### config.mk
export PLATFORM = sky130hd
export DESIGN_NAME = matrix_store_param
export DESIGN_NICKNAME = d
export VERILOG_FILES = /design/src/rtl/matrix_store_param.sv
export SDC_FILE = /design/constraint.sdc
export NUM_CORES = 2
export LEC_CHECK = 0
export ABC_AREA = 1
export CAP_MARGIN = 20
export CORE_ASPECT_RATIO = 0.8
export CORE_MARGIN = 1.5
export CORE_UTILIZATION = 57
export DETAILED_ROUTE_END_ITERATION = 8
export PLACE_DENSITY_LB_ADDON = 0.12
export SLEW_MARGIN = 20
export SYNTH_ARGS = -nofsm -noshare
export SYNTH_HDL_FRONTEND = slang
export SYNTH_SLANG_ARGS = --single-unit
### constraint.sdc
create_clock -name clk -period 15.4 [get_ports clk]
set_input_delay 1.54 -clock clk [delete_from_list [all_inputs] [get_ports clk]]
set_output_delay 1.54 -clock clk [all_outputs]
set_load 0.03 [all_outputs]
### src/rtl/matrix_store_param.sv
// -----------------------------------------------------------------------------
// matrix_store_param
//
// Parametrised matrix store. Holds up to SLOTS matrices of up to
// MAX_DIM x MAX_DIM signed elements. Matrices are written and read as
// row-major element streams.
//
// Handshake rule (write and read streams): a beat transfers on a rising clk
// edge where both valid and ready are high. A producer holding valid high with
// ready low keeps its data/last stable until the transfer happens.
//
// Slot allocation honours a runtime per-size limit (max_per_size, 0 means
// unlimited). When a slot must be reused, the victim is the oldest matrix,
// measured with a modular sequence stamp so the order survives counter wrap.
//
// Ports
//   clk, rst_n                 clock, asynchronous active-low reset
//   elem_min, elem_max         inclusive signed legal element range
//   max_per_size               max live matrices per (m,n), 0 = unlimited
//   wr_start, wr_m, wr_n       begin a write session (taken in IDLE only)
//   wr_valid/wr_ready/wr_data/wr_last   write element stream
//   rd_start, rd_id            begin reading slot rd_id (taken in IDLE only)
//   rd_valid/rd_ready/rd_data/rd_last   read element stream
//   rd_m, rd_n                 dims of slot under read, latched at rd_start
//   del_req, del_id            invalidate a slot (taken in IDLE only)
//   busy                       FSM is not IDLE
//   done, done_id              one-cycle pulse on write commit + slot id
//   err, err_code              one-cycle pulse; 1 bad dims, 2 element out of
//                              range, 3 bad/empty read or delete id
//   slot_valid_flat, slot_m_flat, slot_n_flat   live slot metadata
//   state_dbg                  current FSM state encoding
// -----------------------------------------------------------------------------
module matrix_store_param #(
  parameter int DATA_W  = 8,
  parameter int MAX_DIM = 5,
  parameter int SLOTS   = 10,
  parameter int SEQ_W   = 8,
  localparam int DIM_W  = $clog2(MAX_DIM + 1),
  localparam int ID_W   = $clog2(SLOTS),
  localparam int CNT_W  = $clog2(SLOTS + 1)
) (
  input  logic                        clk,
  input  logic                        rst_n,
  input  logic signed [DATA_W-1:0]    elem_min,
  input  logic signed [DATA_W-1:0]    elem_max,
  input  logic [CNT_W-1:0]            max_per_size,
  input  logic                        wr_start,
  input  logic [DIM_W-1:0]            wr_m,
  input  logic [DIM_W-1:0]            wr_n,
  input  logic                        wr_valid,
  input  logic signed [DATA_W-1:0]    wr_data,
  input  logic                        wr_last,
  output logic                        wr_ready,
  input  logic                        rd_start,
  input  logic [ID_W-1:0]             rd_id,
  output logic                        rd_valid,
  output logic signed [DATA_W-1:0]    rd_data,
  output logic                        rd_last,
  input  logic                        rd_ready,
  output logic [DIM_W-1:0]            rd_m,
  output logic [DIM_W-1:0]            rd_n,
  input  logic                        del_req,
  input  logic [ID_W-1:0]             del_id,
  output logic                        busy,
  output logic                        done,
  output logic [ID_W-1:0]             done_id,
  output logic                        err,
  output logic [1:0]                  err_code,
  output logic [SLOTS-1:0]            slot_valid_flat,
  output logic [SLOTS*DIM_W-1:0]      slot_m_flat,
  output logic [SLOTS*DIM_W-1:0]      slot_n_flat,
  output logic [2:0]                  state_dbg
);

  localparam int ELEMS  = MAX_DIM * MAX_DIM;
  localparam int TOT_W  = $clog2(ELEMS + 1);
  localparam int ADDR_W = $clog2(SLOTS * ELEMS);

  localparam logic [2:0] S_IDLE  = 3'd0;
  localparam logic [2:0] S_ALLOC = 3'd1;
  localparam logic [2:0] S_WRITE = 3'd2;
  localparam logic [2:0] S_PAD   = 3'd3;
  localparam logic [2:0] S_READ  = 3'd4;

  logic [2:0]               state;
  logic [SLOTS-1:0]         slot_valid;
  logic [DIM_W-1:0]         slot_m     [SLOTS];
  logic [DIM_W-1:0]         slot_n     [SLOTS];
  logic [SEQ_W-1:0]         slot_stamp [SLOTS];
  logic [SEQ_W-1:0]         seq;

  logic [ID_W-1:0]          cur_slot;
  logic [DIM_W-1:0]         cur_m, cur_n;
  logic [TOT_W-1:0]         total, idx;
  logic [ID_W-1:0]          rd_slot;
  logic [TOT_W-1:0]         rd_total, ridx;

  logic signed [DATA_W-1:0] mem [SLOTS*ELEMS];

  // True when id names an existing, valid slot. Written as a scan so an id
  // beyond SLOTS-1 never indexes past the slot table.
  function automatic logic id_live(input logic [ID_W-1:0] id,
                                   input logic [SLOTS-1:0] v);
    logic live;
    live = 1'b0;
    for (int k = 0; k < SLOTS; k++) begin
      if (id == ID_W'(k)) live = v[k];
    end
    return live;
  endfunction

  // ---------------------------------------------------------------------------
  // Victim selection, evaluated while in ALLOC. Ages are seq - stamp modulo
  // 2^SEQ_W; strict '>' on an upward scan makes age ties go to the lowest index.
  // ---------------------------------------------------------------------------
  logic [CNT_W-1:0] same_cnt;
  logic             free_found, all_found, same_found;
  logic [ID_W-1:0]  free_id, all_id, same_id, victim;
  logic [SEQ_W-1:0] all_age, same_age, age_k;

  always_comb begin
    same_cnt   = '0;
    free_found = 1'b0;
    all_found  = 1'b0;
    same_found = 1'b0;
    free_id    = '0;
    all_id     = '0;
    same_id    = '0;
    all_age    = '0;
    same_age   = '0;
    age_k      = '0;
    for (int k = 0; k < SLOTS; k++) begin
      age_k = seq - slot_stamp[k];
      if (!slot_valid[k]) begin
        if (!free_found) begin
          free_found = 1'b1;
          free_id    = ID_W'(k);
        end
      end else begin
        if (!all_found || age_k > all_age) begin
          all_found = 1'b1;
          all_age   = age_k;
          all_id    = ID_W'(k);
        end
        if (slot_m[k] == cur_m && slot_n[k] == cur_n) begin
          same_cnt = same_cnt + CNT_W'(1);
          if (!same_found || age_k > same_age) begin
            same_found = 1'b1;
            same_age   = age_k;
            same_id    = ID_W'(k);
          end
        end
      end
    end
    // The overall-oldest scan only sees valid slots, which is every slot
    // whenever no free slot exists.
    if (max_per_size != '0 && same_cnt >= max_per_size) victim = same_id;
    else if (free_found)                                 victim = free_id;
    else                                                 victim = all_id;
  end

  // ---------------------------------------------------------------------------
  // Element array write port and commit detection
  // ---------------------------------------------------------------------------
  logic                     in_range, mem_we, commit;
  logic signed [DATA_W-1:0] mem_wdata;
  logic [ADDR_W-1:0]        wr_addr, rd_addr;

  assign in_range = !(wr_data < elem_min) && !(wr_data > elem_max);
  assign wr_addr  = ADDR_W'(cur_slot) * ADDR_W'(ELEMS) + ADDR_W'(idx);
  assign rd_addr  = ADDR_W'(rd_slot)  * ADDR_W'(ELEMS) + ADDR_W'(ridx);

  always_comb begin
    mem_we    = 1'b0;
    mem_wdata = wr_data;
    commit    = 1'b0;
    if (state == S_WRITE && wr_valid && in_range) begin
      mem_we = 1'b1;
      commit = (idx == total - TOT_W'(1));
    end else if (state == S_PAD) begin
      mem_we    = 1'b1;
      mem_wdata = '0;
      commit    = (idx == total - TOT_W'(1));
    end
  end

  // Array contents are don't-care after reset, so the array has no reset.
  always_ff @(posedge clk) begin
    if (mem_we) mem[wr_addr] <= mem_wdata;
  end

  // ---------------------------------------------------------------------------
  // Control FSM, metadata and read output register
  // ---------------------------------------------------------------------------
  always_ff @(posedge clk or negedge rst_n) begin
    if (!rst_n) begin
      state      <= S_IDLE;
      slot_valid <= '0;
      seq        <= '0;
      for (int k = 0; k < SLOTS; k++) begin
        slot_m[k]     <= '0;
        slot_n[k]     <= '0;
        slot_stamp[k] <= '0;
      end
      cur_slot <= '0;
      cur_m    <= '0;
      cur_n    <= '0;
      total    <= '0;
      idx      <= '0;
      rd_slot  <= '0;
      rd_total <= '0;
      ridx     <= '0;
      rd_valid <= 1'b0;
      rd_data  <= '0;
      rd_last  <= 1'b0;
      rd_m     <= '0;
      rd_n     <= '0;
      done     <= 1'b0;
      done_id  <= '0;
      err      <= 1'b0;
      err_code <= '0;
    end else begin
      done <= 1'b0;
      err  <= 1'b0;
      case (state)
        S_IDLE: begin
          // One request per cycle: del_req > wr_start > rd_start.
          if (del_req) begin
            if (id_live(del_id, slot_valid)) begin
              slot_valid[del_id] <= 1'b0;
            end else begin
              err      <= 1'b1;
              err_code <= 2'd3;
            end
          end else if (wr_start) begin
            if (wr_m == '0 || wr_n == '0 ||
                wr_m > DIM_W'(MAX_DIM) || wr_n > DIM_W'(MAX_DIM)) begin
              err      <= 1'b1;
              err_code <= 2'd1;
            end else begin
              cur_m <= wr_m;
              cur_n <= wr_n;
              total <= TOT_W'(wr_m) * TOT_W'(wr_n);
              state <= S_ALLOC;
            end
          end else if (rd_start) begin
            if (id_live(rd_id, slot_valid)) begin
              rd_slot  <= rd_id;
              rd_m     <= slot_m[rd_id];
              rd_n     <= slot_n[rd_id];
              rd_total <= TOT_W'(slot_m[rd_id]) * TOT_W'(slot_n[rd_id]);
              ridx     <= '0;
              rd_valid <= 1'b0;
              rd_last  <= 1'b0;
              state    <= S_READ;
            end else begin
              err      <= 1'b1;
              err_code <= 2'd3;
            end
          end
        end

        S_ALLOC: begin
          cur_slot           <= victim;
          slot_valid[victim] <= 1'b0;
          idx                <= '0;
          state              <= S_WRITE;
        end

        S_WRITE: begin
          if (wr_valid) begin
            if (!in_range) begin
              // Abandoned write: the slot was already invalidated in ALLOC.
              err      <= 1'b1;
              err_code <= 2'd2;
              state    <= S_IDLE;
            end else begin
              idx <= idx + TOT_W'(1);
              if (!commit && wr_last) state <= S_PAD;
            end
          end
        end

        S_PAD: begin
          idx <= idx + TOT_W'(1);
        end

        S_READ: begin
          if (rd_valid && rd_ready && rd_last) begin
            rd_valid <= 1'b0;
            rd_last  <= 1'b0;
            state    <= S_IDLE;
          end else if (!rd_valid || rd_ready) begin
            rd_data  <= mem[rd_addr];
            rd_last  <= (ridx == rd_total - TOT_W'(1));
            rd_valid <= 1'b1;
            ridx     <= ridx + TOT_W'(1);
          end
        end

        default: state <= S_IDLE;
      endcase

      // Commit takes the pre-increment seq as the slot's stamp.
      if (commit) begin
        slot_valid[cur_slot] <= 1'b1;
        slot_m[cur_slot]     <= cur_m;
        slot_n[cur_slot]     <= cur_n;
        slot_stamp[cur_slot] <= seq;
        seq                  <= seq + SEQ_W'(1);
        done                 <= 1'b1;
        done_id              <= cur_slot;
        state                <= S_IDLE;
      end
    end
  end

  assign wr_ready  = (state == S_WRITE);
  assign busy      = (state != S_IDLE);
  assign state_dbg = state;

  always_comb begin
    slot_valid_flat = slot_valid;
    slot_m_flat     = '0;
    slot_n_flat     = '0;
    for (int k = 0; k < SLOTS; k++) begin
      slot_m_flat[k*DIM_W +: DIM_W] = slot_m[k];
      slot_n_flat[k*DIM_W +: DIM_W] = slot_n[k];
    end
  end

endmodule

# Word-level counts from Yosys, hierarchy flattened

Memories as Yosys holds them, arrays and structs flattened. A register that Yosys moved wholly into a read port is not among the register bits.
Cells that the tools add are included.

Flip-flop bits (word level): 211
Memory bits (writable): 2000
Input port bits: 50
Output and inout port bits: 99
Word-level logic and storage cells: 561
Memories: 1

Memories:

| memory | depth | width | rd ports | clocked after Yosys merged registers in | write ports | line | RTL |
|---|---|---|---|---|---|---|---|
| mem    | 250   | 8     | 1        | 1                                       | 1           | 98   | `logic signed [DATA_W-1:0] mem [SLOTS*ELEMS];` |

$add $sub $neg: 26
$mul: 4
Order comparisons: 32
Equality and inequality tests: 66
Muxes and demuxes: 288
Bitwise logic cells: 11
Reduce and logical (&&, ||, !) cells: 84

Operators with widths:

| operator              | number |
|---|---|
| $mux W8               | 46 |
| $mux W4               | 77 |
| $gt A8 B8 Y1          | 19 |
| $mux W1               | 113 |
| $bwmux W80            | 1 |
| $sub A8 B8 Y8         | 10 |
| $bwmux W30            | 2 |
| $eq A3 B3 Y1          | 20 |
| $mux W3               | 15 |
| $mux W5               | 8 |
| $add A4 B1 Y4 const B | 9 |
| $demux W8 S4          | 1 |
| $eq A4 B3 Y1 const B  | 8 |
| $mux W10              | 3 |
| $bmux W3 S4           | 2 |
| $ne A4 B4 Y1 const B  | 6 |
| $logic_not A1 Y1      | 23 |
| $logic_or A1 B1 Y1    | 22 |
| $logic_and A1 B1 Y1   | 21 |
| $and A10 B10 Y10      | 2 |
| $not A10 Y10          | 2 |
| $pmux W10 S2          | 1 |
| $ne A2 B2 Y1 const B  | 9 |
| $add A8 B5 Y8         | 2 |
| 45 further kinds      | 89 |

# Longest topological paths before layout

Depth after elaboration: 59
Mapped depth: 131
Depth with buffers taken out: 123

# Worst setup path after synthesis

OpenSTA, ideal clock, no wires.

Kind: reg-to-reg
From: register seq[0]
To: register slot_valid[2], in the netlist slot_valid_flat[2]
Library setup time: 0.126 ns
Arrival time: 14.728 ns
Data required time: 15.274 ns
Slack: 0.546 ns
Stages on the path, launching flop included: 118
Clock period less this slack: 14.854 ns
Cell sequence: dfrtp_1 -> inv_1 -> clkbuf_1 -> ha_1 -> inv_1 -> fa_1 -> nand4_1 -> o211ai_1 -> or2_2 -> nand3_1 -> ha_1 -> nand2_1 -> nor2_1 -> nor2_1 -> nand3_1 -> nand2_1 -> nand2_1 -> nand2_1 -> [... 82 more ...] -> o32ai_1 -> nand2_1 -> nand2_1 -> clkinv_1 -> nand2_1 -> nand2_1 -> ha_1 -> a21oi_1 -> a21boi_0 -> nor2_1 -> o22ai_1 -> o21ai_0 -> o311ai_0 -> nand2_1 -> nor2_2 -> nand3_1 -> nand3_1 -> nand2_1

Longest elaborated chain between the ends: 58
Elaborated cells between the ends (all ways): 202
Those cells by class: add/sub (10); order compare (20); mux (134); bitwise (3); reduce/logical (35)

RTL lines:

| item                                      | line | RTL |
|---|---|---|
| from (decl)                               | 90   | `logic [SEQ_W-1:0] seq;` |
| from (signal assigned)                    | 310  | `seq <= seq + SEQ_W'(1);` |
| $sub A8 B8 Y8                             | 133  | `age_k = seq - slot_stamp[k];` |
| $mux W8                                   | 145  | `if (slot_m[k] == cur_m && slot_n[k] == cur_n) begin` |
| $mux W8                                   | 134  | `if (!slot_valid[k]) begin` |
| $gt A8 B8 Y1                              | 147  | `if (!same_found \|\| age_k > same_age) begin` |
| $logic_or A1 B1 Y1                        | 147  |  |
| $mux W8 or $mux W1 (tied branches)        | 147  |  |
| $mux W8 or $mux W1 (tied branches)        | 145  |  |
| $mux W8 or $mux W1 (tied branches)        | 134  |  |
| [... 42 more ...]                         | -    |  |
| $logic_and A1 B1 Y1 (implied by the code) | 265  | `slot_valid[victim] <= 1'b0;` |
| $mux W1 (implied by the code)             | 265  |  |
| $demux W1 S4 (*)                          | 265  |  |
| $not A10 Y10 (no line) (*)                | -    |  |
| $and A10 B10 Y10 (no line) (*)            | -    |  |
| $pmux W10 S2 (*)                          | 225  | `case (state)` |
| $or A10 B10 Y10 (no line)                 | -    |  |
| $mux W10 (*)                              | 305  | `if (commit) begin` |
| to (signal, indexed assignment)           | 230  | `slot_valid[del_id] <= 1'b0;` |
| to (signal, indexed assignment)           | 265  |  |
| to (signal, indexed assignment)           | 306  | `slot_valid[cur_slot] <= 1'b1;` |
| to (decl)                                 | 86   | `logic [SLOTS-1:0] slot_valid;` |

Mark *: on every way between the ends. The rest lies on a longest branch, timed or not.
A chain may end at the register's enable or synchronous reset.

# Worst setup path after layout

From: register seq[0]
To: register slot_valid[1], in the netlist slot_valid_flat[1]

Same word-level chain as after synthesis.

==> metrics.txt <==
status=completed; Peak VDD IR=about 0.00024 V; worst-margin pin slew=between 1000 and 1500 ps; Max Cap Violations=0; first-pass GRT wire length=roughly 440000 µm; Die Ht=between 300 and 400 µm; Arr. time, crit path=15140 ps; antenna violations before repair=5; Mapped Area=a little over 100000 µm²; Iter 0 DRT Violations=9528; Starting Density=57.5%; Post-synth top flop=edfxtp_1; sequential-to-total area share from yosys stat=between 60% and 70%; Yosys cell types=a little under 70; DR pass1 iterations=8; Clock Root Buffer=clkbuf_16; TritonCTS clock tree=yes; hold_ws=between 400 and 500 ps; total gr overflow=0; worst min path class=reg -> reg; critical path's largest stage delay=420 ps; startpoint types=flop; Mean Syn Cell Area=between 10 and 15 µm²; Fin. Hold Viols=0; total routed wirelength=around 300000 µm; synthesized flop and latch total=between 2000 and 2500; vias in the first global route=around 68000; Slew headroom=21.4%; Core Area=roughly 170000 µm²; Final Instance Area=roughly 110000 µm²; total negative slack=0 ps; Die W=473 µm; boundary pin count=149; hold_buf cts=0; period utilization=between 90% and 100%; largest net degree at the start of global routing=~220; DR WL/cell=between 20 and 30 µm; gpl congestion=approximately 0.96; GRT Util Overall=between 30% and 40%; Layout Nets=between 9000 and 10000; critical path class=reg -> reg; H-tree levels=4; # DRC=0; RSZ-0062 raised after global routing=true; Power Dens Cells=approximately 220 nW/µm²; most common cell after layout, fill and taps aside=edfxtp_1; CTS Buffer Depth=3; crit path max fanout=7; vias per cell=about 6.3; synthesized instance count=roughly 9000; Final ANT Viol Nets=0; Max Slew Vio Count=0; Placement Rows=between 100 and 150; # setup viols final=0; number of synthesized flops with an enable pin=2000; leakage=just under 40 nW; Worst EP required=about 16000 ps; vias=~72000; final std cells w/o fill=between 10000 and 15000; most frequent cells in the layout=edfxtp_1, nor2_1, o21ai_0; Clock Sinks=2219; Core Util, Final=64.6%; CTS buffer count=206; DP Area=approximately 110000 µm²; CP most frequent cell=nand2_1; placed insts=11100; Filler Cells Inserted=between 10000 and 15000; Crit-path slowest cell=fa_2; crit end category=flop; worst skew pair latency=between 800 and 900 ps; maximum clock frequency=~69 MHz; Setup Skew=115 ps; Synth warnings=0; fin crit period=between 10000 and 15000 ps; Layout area overhead=12.3%; layout cells sized above 1=9.75%; DIE AREA=roughly 180000 µm²; CTS clk-pin slew, worst paths=roughly 60 ps; detailed placement HPWL=180000 µm; port buffer count=148; Async SR Flop Fraction=slightly below 10%; syn_nets=9313
-- final cells by class --
type                            instances  area [µm²]  share of cell area, %
Clock buffer                          260        5450                   4.82
Sequential cell                      2219       65500                   58.0
Clock inverter                        115        1130                   1.00
Timing Repair Buffer                  454        4060                   3.59
Multi-Input combinational cell       5665       31900                   28.2
Tap cell                             2293        2870                   2.54
Timing Repair inverter                  1        7.51                0.00664
Antenna cell                            5        12.5                 0.0111
Inverter                              529        2040                   1.80
-- flip-flops by register name, indices dropped and copies added (netlist names) --
name and cells:
cur_m 3, cur_n 3, cur_slot 4, done 1, done_id 4, err 1, err_code 2, idx 5
mem 2000, rd_data 8, rd_last 1, rd_m 3, rd_n 3, rd_slot 4, rd_total 5, rd_valid 1
ridx 5, seq 8, slot_m_flat 30, slot_n_flat 30, slot_stamp 80, slot_valid_flat 10, state_dbg 3, total 5
-- cells by family after synthesis --
kind of cell | Yosys count | share of synthesized area, %
and+or+nand+nor | 3072 | 12.8
adders and majority gates | 309 | 3.98
muxes | 4 | 0.0398
AOI/OAI and AO/OA | 2151 | 12.7
buffers and inverters | 1072 | 4.21
xor gates and xnor gates | 127 | 1.11
DFF | 2219 | 65.1
-- Yosys cell counts, types with 15 or more instances --
library cell  count  area, µm²
buf_1            22       82.6
edfxtp_1       2000      60100
ha_1            291       3640
clkbuf_1        439       1650
o21ai_1          18       90.1
a31oi_1          32        200
nand3_1         563       2820
a32o_1           16        160
buf_2            63        315
o211ai_1         35        263
a21oi_1         170        851
xnor2_1          46        403
dfrtp_1         219       5480
o21bai_1         18        135
nand2_2          17        106
inv_1           507       1900
fa_1             18        360
nor2_1         1422       5340
nand4_1          39        244
o221ai_1        391       3420
or2_2            20        125
nand2_4          15        169
nand2_1         916       3440
o21ai_0        1303       6520
xor2_1           81        709
o22ai_1         111        694
nor3_1           17       85.1
-- per-stage QoR --
step	power [mW]	worst slack [ps]
final	25.0	878
after global routing	26.1	-215
after CTS	24.6	83.1
after detailed placement	19.6	97.7
after floorplan	14.8	546
after global placement	19.4	446
-- worst max-delay path, delay by kind of cell (launching register included) --
kind                       cells  cell delay (ps)
AOI/OAI and AO/OA             32             3710
adders and majority gates     11             3040
buffers and inverters         21             2070
DFF                            1              390
and+or+nand+nor               50             5020
-- per-layer routing --
layer  global-route usage [%]  wire [µm]  up-vias  share of wire, %
met2                     49.0     133000     3600                44
met4                     11.2      10500        2               3.5
met1                     48.5     127000    35700                43
li1                         -          -    32700                 -
met3                     6.48      28300      549               9.5
met5                        0         17        -            0.0057
-- path summary, 6_finish.rpt --
| check | startpoint | to | slack (ps) | cells past startpoint |
|---|---|---|---|---|
| max in group asynchronous | rst_n | slot_stamp[63]$_DFFE_PN0P_ | 12630 | 4 |
| worst max register to register | seq[0]$_DFFE_PN0P_ | slot_valid_flat[1]$_DFF_PN0_ | 880 | 114 |
| worst min register to register | rd_m[2]$_DFFE_PN0P_ | rd_m[2]$_DFFE_PN0P_ | 480 | 2 |
| worst min-delay path | rd_m[2]$_DFFE_PN0P_ | rd_m[2]$_DFFE_PN0P_ | 480 | 2 |
| worst max-delay path | seq[0]$_DFFE_PN0P_ | slot_valid_flat[1]$_DFF_PN0_ | 880 | 114 |
| min in group asynchronous | rst_n | rd_valid$_DFFE_PN0P_ | 700 | 1 |
-- repair_timing --
item | CTS | global route
setup endpoints to repair | 5 | 14
setup buffers | 0 | 30
cloned | 0 | 6
resized for setup | 2 | 267
pin swaps | 0 | 73
-- report_power, final --
part           internal [mW]  switching [mW]
clock                   2.77            2.29
combinational           3.54            9.62
sequential              6.67           0.101
total                   13.0            12.0
Note: power is estimated with default switching activity, not from simulation.
